## src/rtl/mem_port_scheduler.sv

```systemverilog
// Shared main-memory port scheduler: buffers write-through stores, arbitrates I/D block fills,
// issues per-word block reads and steers returning words to the owning cache.
module mem_port_scheduler #(
  parameter int MEM_LAT   = 4,
  parameter int WB_DEPTH  = 4,
  parameter int BLK_WORDS = 8
) (
  input  logic                         clk,
  input  logic                         rst_n,
  input  logic                         i_fill_req,
  input  logic [15:0]                  i_fill_addr,
  input  logic                         d_fill_req,
  input  logic [15:0]                  d_fill_addr,
  input  logic                         d_wr_req,
  input  logic [15:0]                  d_wr_addr,
  input  logic [15:0]                  d_wr_data,
  output logic                         wb_full,
  output logic                         wb_empty,
  output logic                         i_busy,
  output logic                         d_busy,
  output logic                         i_fill_valid,
  output logic                         d_fill_valid,
  output logic [15:0]                  fill_data,
  output logic [$clog2(BLK_WORDS)-1:0] fill_word,
  output logic                         i_fill_done,
  output logic                         d_fill_done,
  output logic                         mem_enable,
  output logic                         mem_wr,
  output logic [15:0]                  mem_addr,
  output logic [15:0]                  mem_wdata,
  input  logic [15:0]                  mem_data_in,
  input  logic                         mem_data_valid
);

  localparam int              WW          = $clog2(BLK_WORDS);
  localparam int              PW          = $clog2(WB_DEPTH);
  localparam logic [15:0]     BLK_MASK    = ~16'(2 * BLK_WORDS - 1);
  localparam logic [WW-1:0]   LAST_WORD   = WW'(BLK_WORDS - 1);
  localparam logic [PW:0]     WB_FULL_CNT = (PW + 1)'(WB_DEPTH);

  if (MEM_LAT < 1 || WB_DEPTH < 2 || (WB_DEPTH & (WB_DEPTH - 1)) != 0 ||
      (BLK_WORDS & (BLK_WORDS - 1)) != 0) begin : g_param_check
    $error("mem_port_scheduler: illegal parameter combination");
  end

  typedef enum logic [1:0] {IDLE, WRITE, FILL_ISSUE, FILL_WAIT} state_e;
  typedef enum logic [1:0] {OWN_NONE, OWN_I, OWN_D} owner_e;

  state_e         state_q, state_d;
  owner_e         owner_q, owner_d;
  logic [15:0]    base_q, base_d;
  logic [WW-1:0]  issue_cnt_q, issue_cnt_d;
  logic [WW-1:0]  ret_cnt_q, ret_cnt_d;
  logic [PW-1:0]  wr_ptr_q, wr_ptr_d, rd_ptr_q, rd_ptr_d;
  logic [PW:0]    wb_cnt_q, wb_cnt_d;
  logic           mem_enable_q, mem_enable_d, mem_wr_q, mem_wr_d;
  logic [15:0]    mem_addr_q, mem_addr_d, mem_wdata_q, mem_wdata_d;
  logic [15:0]    wb_addr_mem [WB_DEPTH];
  logic [15:0]    wb_data_mem [WB_DEPTH];
  logic           enq, deq, ret_fire, ret_last;

  assign wb_empty = (wb_cnt_q == '0);
  // A full buffer refuses a store even when the same edge retires the head entry.
  assign wb_full  = (wb_cnt_q == WB_FULL_CNT);
  assign enq      = d_wr_req && !wb_full;
  assign ret_fire = mem_data_valid && (owner_q != OWN_NONE);
  assign ret_last = ret_fire && (ret_cnt_q == LAST_WORD);

  // NOTE: every signal written here gets a default first, so no path can leave it unassigned
  // and infer a latch.
  always_comb begin
    state_d     = state_q;
    owner_d     = owner_q;
    base_d      = base_q;
    issue_cnt_d = issue_cnt_q;
    ret_cnt_d   = ret_cnt_q;
    mem_enable_d = 1'b0;
    mem_wr_d     = 1'b0;
    mem_addr_d   = mem_addr_q;
    mem_wdata_d  = mem_wdata_q;
    deq          = 1'b0;

    case (state_q)
      IDLE: begin
        // Stores drain ahead of a D fill so the fill never reads stale data.
        if (d_fill_req && !wb_empty) begin
          deq = 1'b1;
        end else if (d_fill_req) begin
          owner_d = OWN_D;
          base_d  = d_fill_addr & BLK_MASK;
        end else if (i_fill_req) begin
          owner_d = OWN_I;
          base_d  = i_fill_addr & BLK_MASK;
        end else if (!wb_empty) begin
          deq = 1'b1;
        end
        if (deq) begin
          state_d      = WRITE;
          mem_enable_d = 1'b1;
          mem_wr_d     = 1'b1;
          mem_addr_d   = wb_addr_mem[rd_ptr_q];
          mem_wdata_d  = wb_data_mem[rd_ptr_q];
        end else if (d_fill_req || i_fill_req) begin
          state_d      = FILL_ISSUE;
          issue_cnt_d  = '0;
          mem_enable_d = 1'b1;
          mem_addr_d   = base_d;
        end
      end
      WRITE: state_d = IDLE;
      FILL_ISSUE: begin
        if (issue_cnt_q == LAST_WORD) begin
          state_d     = FILL_WAIT;
          issue_cnt_d = '0;
        end else begin
          issue_cnt_d  = issue_cnt_q + WW'(1);
          mem_enable_d = 1'b1;
          mem_addr_d   = base_q | 16'({issue_cnt_d, 1'b0});
        end
      end
      FILL_WAIT: state_d = FILL_WAIT;
      default:   state_d = IDLE;
    endcase

    // Returns may overlap the issue phase; the last one releases the port.
    if (ret_fire) begin
      ret_cnt_d = ret_cnt_q + WW'(1);
      if (ret_last) begin
        owner_d = OWN_NONE;
        state_d = IDLE;
      end
    end

    wr_ptr_d = enq ? wr_ptr_q + PW'(1) : wr_ptr_q;
    rd_ptr_d = deq ? rd_ptr_q + PW'(1) : rd_ptr_q;
    case ({enq, deq})
      2'b10:   wb_cnt_d = wb_cnt_q + (PW + 1)'(1);
      2'b01:   wb_cnt_d = wb_cnt_q - (PW + 1)'(1);
      default: wb_cnt_d = wb_cnt_q;
    endcase
  end

  // NOTE: state is updated only with non-blocking assignments so every flop samples the
  // values from before the edge, independent of statement order.
  always_ff @(posedge clk) begin
    if (!rst_n) begin
      state_q      <= IDLE;
      owner_q      <= OWN_NONE;
      base_q       <= '0;
      issue_cnt_q  <= '0;
      ret_cnt_q    <= '0;
      wr_ptr_q     <= '0;
      rd_ptr_q     <= '0;
      wb_cnt_q     <= '0;
      mem_enable_q <= 1'b0;
      mem_wr_q     <= 1'b0;
      mem_addr_q   <= '0;
      mem_wdata_q  <= '0;
    end else begin
      state_q      <= state_d;
      owner_q      <= owner_d;
      base_q       <= base_d;
      issue_cnt_q  <= issue_cnt_d;
      ret_cnt_q    <= ret_cnt_d;
      wr_ptr_q     <= wr_ptr_d;
      rd_ptr_q     <= rd_ptr_d;
      wb_cnt_q     <= wb_cnt_d;
      mem_enable_q <= mem_enable_d;
      mem_wr_q     <= mem_wr_d;
      mem_addr_q   <= mem_addr_d;
      mem_wdata_q  <= mem_wdata_d;
    end
  end

  // NOTE: buffer storage has no reset; an entry is only read after the count says it was written.
  always_ff @(posedge clk) begin
    if (enq) begin
      wb_addr_mem[wr_ptr_q] <= d_wr_addr;
      wb_data_mem[wr_ptr_q] <= d_wr_data;
    end
  end

  assign mem_enable   = mem_enable_q;
  assign mem_wr       = mem_wr_q;
  assign mem_addr     = mem_addr_q;
  assign mem_wdata    = mem_wdata_q;
  assign i_busy       = i_fill_req || (owner_q == OWN_I);
  assign d_busy       = d_fill_req || (owner_q == OWN_D);
  assign i_fill_valid = mem_data_valid && (owner_q == OWN_I);
  assign d_fill_valid = mem_data_valid && (owner_q == OWN_D);
  assign i_fill_done  = i_fill_valid && ret_last;
  assign d_fill_done  = d_fill_valid && ret_last;
  assign fill_data    = ret_fire ? mem_data_in : '0;
  assign fill_word    = ret_cnt_q;

endmodule
```

## config.mk

```make
export PLATFORM = sky130hd
export DESIGN_NAME = mem_port_scheduler
export DESIGN_NICKNAME = d
export VERILOG_FILES = /design/src/rtl/mem_port_scheduler.sv
export SDC_FILE = /design/constraint.sdc
export NUM_CORES = 1
export LEC_CHECK = 0
export CELL_PAD_IN_SITES_DETAIL_PLACEMENT = 0
export CELL_PAD_IN_SITES_GLOBAL_PLACEMENT = 1
export CORE_MARGIN = 3
export CORE_UTILIZATION = 45
export DETAILED_ROUTE_END_ITERATION = 10
export PLACE_DENSITY = 0.92
export SLEW_MARGIN = 20
export SYNTH_ARGS = -nofsm -noshare
export SYNTH_HDL_FRONTEND = slang
export SYNTH_SLANG_ARGS = --single-unit
```

## constraint.sdc

```tcl
create_clock -name clk -period 6.3 [get_ports clk]
set_input_delay 0.63 -clock clk [delete_from_list [all_inputs] [get_ports clk]]
set_output_delay 0.63 -clock clk [all_outputs]
set_load 0.02 [all_outputs]
```

==> results of run 1 <==
## kinds of logic after synthesis
logic type               Yosys count  share of synthesized area, %
buffers and inverters             52                          2.74
AO/OA/AOI/OAI                    146                          12.3
XOR/XNOR                           6                         0.639
AND/OR/NAND/NOR                  150                          9.44
flip-flops                       197                          63.5
multiplexers                      40                          9.81
adder cells (fa/ha/maj)           10                          1.61
## final timing paths
kind	endpoint	slack, ns	startpoint	cells past startpoint
max	wb_cnt_q[2]	1.96	i_fill_req	10
min	issue_cnt_q[2]	0.47	issue_cnt_q[2]	2
max reg2reg	wb_cnt_q[2]	2.47	wb_cnt_q[0]	9
min reg2reg	issue_cnt_q[2]	0.47	issue_cnt_q[2]	2
## worst max-delay path, stage by stage
cell and delay [ns]:
clkdlybuf4s50_1 0.79, nand2b_1 0.76, nand3_2 0.60, clkinv_1 0.57, ha_1 0.27, inv_1 0.07
fa_1 0.37, xor2_1 0.16, or3_1 0.29, a21boi_0 0.17
## layout by cell type (no fill, tap or decap), drive strengths merged, types with 19 or more instances in the layout
cell,n
a21boi,19
a21oi,24
and2,30
clkdlybuf4s50,137
dfxtp,69
edfxtp,128
inv,19
mux4,32
nand2,58
nor2b,20
o21ai,32
## where the power goes
group / internal, mW / total [mW] / switching, mW
Clock: 0.564 / 1.06 / 0.500
Sequential: 1.61 / 1.77 / 0.161
Combinational: 0.625 / 1.41 / 0.788
Total: 2.80 / 4.25 / 1.45
## state kept, by name, indices dropped and copies added (netlist names), named ones only
signal,flops
base_q,16
fill_word,3
owner_q,2
mem_addr,16
mem_wr,1
mem_wdata,16
wb_addr_mem,64
issue_cnt_q,3
wb_cnt_q,3
mem_enable,1
rd_ptr_q,2
wb_data_mem,64
state_q,2
wr_ptr_q,2
## per-layer routing
layer	up-vias	wire, um	share of wire [%]	GRT usage [%]
met3	20	1550	7.9	4.48
li1	2521	-	-	-
met4	0	208	1.1	5.46
met5	-	0	0	0
met1	2712	7860	40	26.3
met2	252	9880	51	33.1
## layout make-up
type,instances,area (sq um)
inverter,12,45.0
sequential,197,5230
multi-input combinational,352,2780
fill,1320,7260
timing repair buffer,144,1420
clock inverter,15,158
tap,225,282
clock buffer,17,425
## per-stage QoR
stage	total power, mW	area (sq um)	util [%]	cells	setup slack (ns)
6_report	4.25	10300	58.7	962	1.96
5_1_grt	4.46	10300	58.7	962	1.69
4_1_cts	4.26	10300	58.7	962	2.05
3_5_place_dp	3.20	9750	55.4	930	1.58
3_3_place_gp	3.15	9750	55.4	930	1.72
2_1_floorplan	2.68	8230	-	601	3.56
==> key figures, run 1 <==
Routing
  • Detailed-route wire length: about 20000 um
  • Antenna-violating nets left: 0
  • 1st-pass router iterations: 5
  • Average wire per standard cell: about 20 um
  • Vias after detailed routing: about 5.5k
  • DR DRC count: 0
  • Iteration-0 DRC Markers: 580
  • Via density: roughly 5.7

CTS
  • Post-CTS Setup Inserts: 0
  • Clk sink count: 197
  • Worst-Skew Late Latency: about 0.43 ns
  • Clk buf depth: 2
  • Max H-tree Level: 4
  • Clock Pin Slew Worst Setup and Hold Paths: roughly 0.07 ns
  • CTS tree: built
  • Post-CTS sizing: 0
  • Root Driver: clkbuf_16
  • Post-CTS Hold Buffers: 0
  • Clock buffer count from CTS: 17

Die
  • I/O Pins: roughly 150
  • Rows: 48
  • Initial cell density of the core: between 40% and 50%
  • Core Region: 17600 sq um
  • Chip height: about 140 um
  • Die width: around 140 um
  • Die ar.: about 20000 sq um

Logic synthesis
  • Top post-synthesis cells by area: edfxtp_1 (47%), dfxtp_1 (17%), mux4_2 (8.8%), nand2_1 (2.6%), and2_1 (2.3%)
  • Dominant synthesized flop cell: edfxtp_1
  • Post-Syn Area per Cell: roughly 14 sq um
  • Synth area leader: edfxtp_1
  • Synthesized area: between 8000 and 9000 sq um
  • Sequential share of the synthesized area: 63.5%
  • #FFs+latches synth: between 150 and 200
  • Post-synth EDFFs: 128
  • Asr flop ratio synth: 0%
  • Post-synth cell types: roughly 50
  • Most frequent cell after synthesis: edfxtp_1
  • Synth Instances: approximately 600
  • Synth cell count leaders: edfxtp_1 (128), dfxtp_1 (69), nand2_1 (58)
  • Syn Nets: around 700
  • Yosys top cell area share: 46.7%
  • YS warnings: 0

Global routing
  • Global-route wire length before repair: 30600 um
  • Initial antenna violation count: 0
  • Number of global-route vias before repair: 5513
  • Largest net degree at the start of global routing: 67
  • GRT Util Overall: about 20%
  • GRT overflow: 0

Critical path
  • CP Launch Type: input pin
  • WP data arrival: 4.69 ns
  • Crit path kind: input pin to register
  • Worst Setup End Kind: register
  • Critical path required time: between 6 and 7 ns
  • Max FO, Critical Path: 19

STA
  • Max Fclk: around 230 MHz
  • Worst-Margin Slew: around 1.1 ns
  • Unrepaired setup endpoints after global routing: no
  • Final setup TNS: 0 ns
  • Final slew viol count: 0
  • Layout Skew: 0.00720 ns
  • Final-report hold violation count: 0
  • Slew headroom: between 20 and 30%
  • Hold WS: ~0.47 ns
  • Period Utilization, post-route: approximately 69%
  • Final setup fails: 0
  • Final min period: 4.34 ns

Power and ir drop
  • Power per cell area: approximately 410 nW/um^2
  • Peak supply drop: 224 uV
  • Leakage power: about 3.5 nW

Cells and area
  • Inserted Diodes: 0
  • Share of post-route cells with drive strength above 1: between 10% and 20%
  • Area Growth Syn to Fin: 25.6%
  • Final nets: 820

Placed design
  • Final Wtd Congestion: roughly 0.9
  • Detailed placement HPWL: ~13000 um
  • # port buffers: 138

Status
  • Outcome: finished, final reports clean

Min path
  • Hold crit path type: register to register

Run
  • Max-cap viol count: 0
(Power assumes the default switching activity.)
==> run 2: changes to the inputs <==
CORE_UTILIZATION = 43   (was 45)
PLACE_DENSITY = 0.89   (was 0.92)
clock period = 4.4 ns   (was 6.3 ns; I/O delays follow)
==> key figures, run 2 (synthesized netlist as in run 1, its figures left out) <==
Status
  • Outcome: finished, final reports clean

CTS
  • Max H-tree Level: 4 (unchanged)
  • Clock buffer count from CTS: 17 (unchanged)
  • Root Driver: clkbuf_16
  • Clk buf depth: 2 (unchanged)
  • Clock Pin Slew Worst Setup and Hold Paths: 0.07 ns (about the same)
  • Post-CTS sizing: 0 (unchanged)
  • Worst-Skew Late Latency: 0.43 ns (about the same)
  • Post-CTS Hold Buffers: 0 (unchanged)
  • CTS tree: built
  • Clk sink count: 197 (unchanged)
  • Post-CTS Setup Inserts: 0 (unchanged)

STA
  • Max Fclk: approximately 290 MHz
  • Final setup TNS: 0 ns (unchanged)
  • Worst-Margin Slew: 1.03 ns (-0.0409 ns)
  • Final-report hold violation count: 0 (unchanged)
  • Final slew viol count: 0 (unchanged)
  • Unrepaired setup endpoints after global routing: no
  • Slew headroom: 31.0% (+2.9 points)
  • Layout Skew: 0.0106 ns (+0.00338 ns)
  • Period Utilization, post-route: 78.6%
  • Final setup fails: 0 (unchanged)
  • Final min period: between 3 and 4 ns

Global routing
  • GRT overflow: 0 (unchanged)
  • Largest net degree at the start of global routing: 67 (unchanged)
  • Global-route wire length before repair: 29400 um (-3.9%)
  • GRT Util Overall: 18.4% (-1.4 points)
  • Initial antenna violation count: 1 (+1)
  • Number of global-route vias before repair: 5461 (-0.94%)

Die
  • Chip height: 144 um (+2.2%)
  • Core Region: 18400 sq um (+4.5%)
  • Die ar.: 20800 sq um (+4.5%)
  • Initial cell density of the core: 44.7% (-2.0 points)
  • I/O Pins: 147 (unchanged)
  • Rows: 49 (+2.1%)
  • Die width: 144 um (+2.2%)

Routing
  • Detailed-route wire length: 19100 um (-2.2%)
  • DR DRC count: 0 (unchanged)
  • Iteration-0 DRC Markers: 409 (-29%)
  • Average wire per standard cell: 19.6 um (-3.3%)
  • 1st-pass router iterations: 5 (unchanged)
  • Vias after detailed routing: 5467 (-0.69%)
  • Via density: 5.62 (-1.8%)
  • Antenna-violating nets left: 0 (unchanged)

Power and ir drop
  • Leakage power: 3.51 nW (+0.91%)
  • Power per cell area: 588 nW/um^2 (+43%)
  • Clk pwr share: 25.5% (+0.5 points)
  • Flop pwr share: 41.1% (-0.6 points)
  • Switching share of total power: 34.1% (about the same)
  • NetSw: 2.09 mW (+44%)
  • Int Pwr: 4.04 mW (+44%)
  • Logic pwr share: 33.4% (+0.2 points)
  • Peak supply drop: 382 uV (+71%)

Placed design
  • Detailed placement HPWL: 12300 um (-2.4%)
  • Final Wtd Congestion: 0.841 (-5.3%)
  • Cell Count Post-Placement: 939 (+0.97%)
  • # port buffers: 138 (unchanged)

Cells and area
  • Commonest non-fill, non-tap cell in the layout: clkdlybuf4s50_1
  • Area Growth Syn to Fin: 26.6%
  • Top Registers: wb_addr_mem: 64 flops, wb_data_mem: 64 flops
  • Leading cell types in the layout, fill and taps excluded: clkdlybuf4s50_1 (137), edfxtp_1 (128), dfxtp_1 (68)
  • Share of post-route cells with drive strength above 1: 12.5% (+0.59 points)
  • Final std cells w/o fill: 973 (+1.1%)
  • Final nets: 825 (+0.61%)

Critical path
  • R2R depth: 9 (unchanged)
  • Critical path required time: 4.76 ns (-1.89 ns)
  • Worst Setup End Kind: register
  • CP Launch Type: register
  • WP data arrival: 3.81 ns (-0.88 ns)
  • Crit path kind: register to register
  • Max FO, Critical Path: 19 (unchanged)

Min path
  • WHS Path Cells: 2 (unchanged)
  • Hold crit path type: register to register

Run
  • Max-cap viol count: 0 (unchanged)
==> run 2: cell types whose count changed in the layout (fill, tap and decap cells not counted) <==
| cell | delta |
|---|---|
| buf_4 | +5 |
| inv_6 | -2 |
| inv_8 | -3 |
| clkinv_2 | -1 |
| clkinv_4 | +1 |
| diode_2 | +2 |
| clkinv_8 | +5 |
==> run 2: metrics by stage <==
step | setup WS (ns) | hold WS, ns | utilization [%] | instance area (sq um) | power [mW]
floorplan | 1.85 | 0.437 | - | 8230 | 3.84
global placement | 0.791 | 0.442 | 53.3 | 9790 | 4.55
detailed placement | 0.737 | 0.460 | 53.3 | 9790 | 4.60
CTS | 0.944 | 0.473 | 56.6 | 10400 | 6.18
global route | 0.687 | 0.492 | 56.6 | 10400 | 6.46
finish | 0.943 | 0.471 | 56.6 | 10400 | 6.13
==> run 2: worst max-delay path, cell delays in order, from the launching register on <==
cell      delay, ns
dfxtp_1        0.46
nor2_2         0.51
nand3_2        0.52
clkinv_1       0.56
ha_1           0.28
inv_1          0.07
fa_1           0.37
xor2_1         0.16
or3_1          0.30
a21boi_0       0.16
==> run 2: path summary, 6_finish.rpt <==
path / start / endpoint / slack [ns]
min: mem_wdata[9] / mem_wdata[9] / 0.47
max reg2reg: state_q[0] / wb_cnt_q[2] / 0.94
max: state_q[0] / wb_cnt_q[2] / 0.94
min reg2reg: mem_wdata[9] / mem_wdata[9] / 0.47
==> run 2: power groups by stage <==
stage,Clock [mW],Combinational [mW],Sequential (mW)
2_1_floorplan,0,1.21,2.62
3_3_place_gp,0,2.01,2.54
3_5_place_dp,0,2.05,2.56
4_1_cts,1.59,2.07,2.52
5_1_grt,1.67,2.23,2.56
6_report,1.56,2.05,2.52
==> run 2: routing by layer <==
layer  wire length, um  track usage (%)  vias up
met5                 0                0        -
met4               209             5.79        0
met3              1500             5.49       19
met2              9430             29.7      216
met1              7930             24.0     2705
li1                  -                -     2527
==> run 2: cell type report <==
cell class,instances,area [sq um]
diodes,2,5.00
clock buffers,17,425
flip-flops and latches,197,5230
fillers,1498,7980
well taps,229,287
clock inverters,15,191
repair buffers,149,1460
inverters,12,45.0
multi-input cells,352,2780
==> run 3: changes to the inputs <==
CORE_UTILIZATION = 39   (was 43)
PLACE_DENSITY = 0.86   (was 0.89)
clock period = 3.1 ns   (was 4.4 ns; I/O delays follow)
==> key figures, run 3 (synthesized netlist as in run 1, its figures left out) <==
Critical path
  • CP Cell Sequence: or3_1, buf_4, clkinv_1, clkdlybuf4s50_1
  • Reg-to-reg startpoint: wb_cnt_q[2]
  • CP Launch Type: register
  • WP data arrival: 2.34 ns (-1.47 ns)
  • Buf+Inv Stages, Crit Path: 3 (+1)
  • Slowest stage delay, CP: 0.67 ns (+0.11 ns)
  • Crit path kind: register to output port
  • Max FO, Critical Path: 14 (-5)
  • Critical path required time: 2.79 ns (-1.97 ns)
  • Worst Setup End Kind: output port
  • CP Launch Point: wb_cnt_q[0]
  • Delay-heaviest family, CP: buffers and inverters
  • Slowest cell on the critical path: clkdlybuf4s50_1

Cells and area
  • Multi-input gate area: 2780 sq um (unchanged)
  • Fill cells: 1784 (+19%)
  • Top Registers: wb_addr_mem: 64 flops, wb_data_mem: 64 flops
  • Reg area: 5230 sq um (about the same)
  • Share of post-route cells with drive strength above 1: 13.8% (+1.2 points)
  • Fin area: 10500 sq um (+1.0%)
  • Commonest non-fill, non-tap cell in the layout: clkdlybuf4s50_1
  • Leading cell types in the layout, fill and taps excluded: clkdlybuf4s50_1 (137), edfxtp_1 (128), dfxtp_1 (69)
  • Area Growth Syn to Fin: 27.9%
  • Final nets: 838 (+1.6%)

STA
  • Max Fclk: 377 MHz
  • Period Utilization, post-route: ~86%
  • Final setup TNS: 0 ns (unchanged)
  • Worst-Margin Slew: 0.914 ns (-0.120 ns)
  • Final-report hold violation count: 0 (unchanged)
  • Layout Skew: 0.0236 ns (+0.0130 ns)
  • Final slew viol count: 0 (unchanged)
  • Final setup fails: 0 (unchanged)
  • Unrepaired setup endpoints after global routing: no
  • Slew headroom: 39.0% (+7.9 points)
  • Final min period: 2.65 ns

CTS
  • Max H-tree Level: 4 (unchanged)
  • Root Driver: clkbuf_16
  • Post-CTS Hold Buffers: 0 (unchanged)
  • Worst-Skew Late Latency: 0.44 ns (about the same)
  • Post-CTS sizing: 0 (unchanged)
  • Clk sink count: 197 (unchanged)
  • Clock buffer count from CTS: 17 (unchanged)
  • CTS tree: built
  • Clock Pin Slew Worst Setup and Hold Paths: 0.08 ns (about the same)
  • Post-CTS Setup Inserts: 0 (unchanged)
  • Clk buf depth: 2 (unchanged)

Placed design
  • # port buffers: 138 (unchanged)
  • Final Wtd Congestion: 0.794 (-5.6%)
  • Detailed placement HPWL: 12800 um (+4.3%)
  • Placement Cell Area: 9960 sq um (+1.6%)

Power and ir drop
  • Peak supply drop: 465 uV (+22%)
  • Power per cell area: 825 nW/um^2 (+40%)
  • PnR Total Power: 8.68 mW (+42%)
  • Leakage power: 3.55 nW (+1.3%)

Die
  • Initial cell density of the core: 40.2% (-4.6 points)
  • Core Region: 20500 sq um (+11%)
  • Chip height: 151 um (+4.8%)
  • Rows: 52 (+6.1%)
  • Die width: 151 um (+4.8%)
  • I/O Pins: 147 (unchanged)
  • Die ar.: 22900 sq um (+9.8%)

Global routing
  • Global-route wire length before repair: 29700 um (+0.96%)
  • Number of global-route vias before repair: 5312 (-2.7%)
  • GRT overflow: 0 (unchanged)
  • Initial antenna violation count: 2 (+1)
  • Largest net degree at the start of global routing: 33 (-51%)
  • GRT Util Overall: 17.0% (-1.4 points)

Routing
  • DR DRC count: 0 (unchanged)
  • Antenna-violating nets left: 0 (unchanged)
  • Via density: 5.20 (-7.4%)
  • Detailed-route wire length: 19200 um (+0.53%)
  • Iteration-0 DRC Markers: 374 (-8.6%)
  • Vias after detailed routing: 5336 (-2.4%)
  • Average wire per standard cell: 18.7 um (-4.7%)
  • 1st-pass router iterations: 4 (-1)

Min path
  • Hold crit path type: input pin to register
  • Hold Startpoint: rst_n

Status
  • Outcome: finished, final reports clean

Run
  • Max-cap viol count: 0 (unchanged)
[run 3: cell types whose count changed in the layout (fill, tap and decap cells not counted), sizes merged]
cell / previous run / this run
clkbuf: 17 / 18
inv: 14 / 18
clkinv: 12 / 7
clkinvlp: 0 / 1
buf: 12 / 25
bufinv: 1 / 0
diode: 2 / 1
[run 3: path summary, 6_finish.rpt]
path,endpoint,slack [ns],cells after the start
setup / recovery,wb_empty,0.45,4
hold / removal,mem_addr[3],0.33,3
setup reg to reg,wb_cnt_q[2],0.90,10
hold reg to reg,mem_wdata[5],0.47,2
[run 3: area by class of cell]
class / instances / share of cell area [%]
Sequential cell: 197 / 49.6
Multi-Input combinational cell: 352 / 26.4
Timing Repair Buffer: 162 / 14.9
Clock buffer: 18 / 4.08
Tap cell: 270 / 3.21
Clock inverter: 14 / 1.31
Inverter: 12 / 0.428
Antenna cell: 1 / 0.0238
[run 3: worst reg2reg max path, cell delays in order, from the launching register on]
cell	delay, ns
dfxtp_1	0.41
or3_1	0.15
buf_4	0.21
nand3_2	0.10
clkinv_1	0.07
ha_1	0.17
inv_1	0.06
fa_1	0.37
xor2_1	0.15
or3_1	0.30
a21boi_0	0.15
[run 3: power by group]
group | switching (mW) | internal [mW]
combinational | 1.64 | 1.38
sequential | 0.277 | 3.27
clock | 1.04 | 1.07
total | 2.96 | 5.73
[run 3: layer usage]
metal	vias to the layer above	share of wire (%)	wire length, um	GRT usage (%)
met1	2588	45	8570	23.3
met5	-	0.063	12	0
met4	2	0.74	142	3.99
li1	2557	-	-	-
met2	178	47	8950	26.7
met3	11	7.8	1490	5.18
[run 3: stage by stage]
stage | util [%] | setup slack [ns] | cells | hold slack [ns]
after floorplan | - | 0.661 | 601 | 0.409
after global placement | 48.6 | 0.602 | 993 | 0.445
after detailed placement | 48.6 | 0.620 | 993 | 0.455
after CTS | 51.3 | 0.438 | 1025 | 0.322
after global routing | 51.3 | 0.356 | 1025 | 0.360
final | 51.4 | 0.449 | 1026 | 0.328
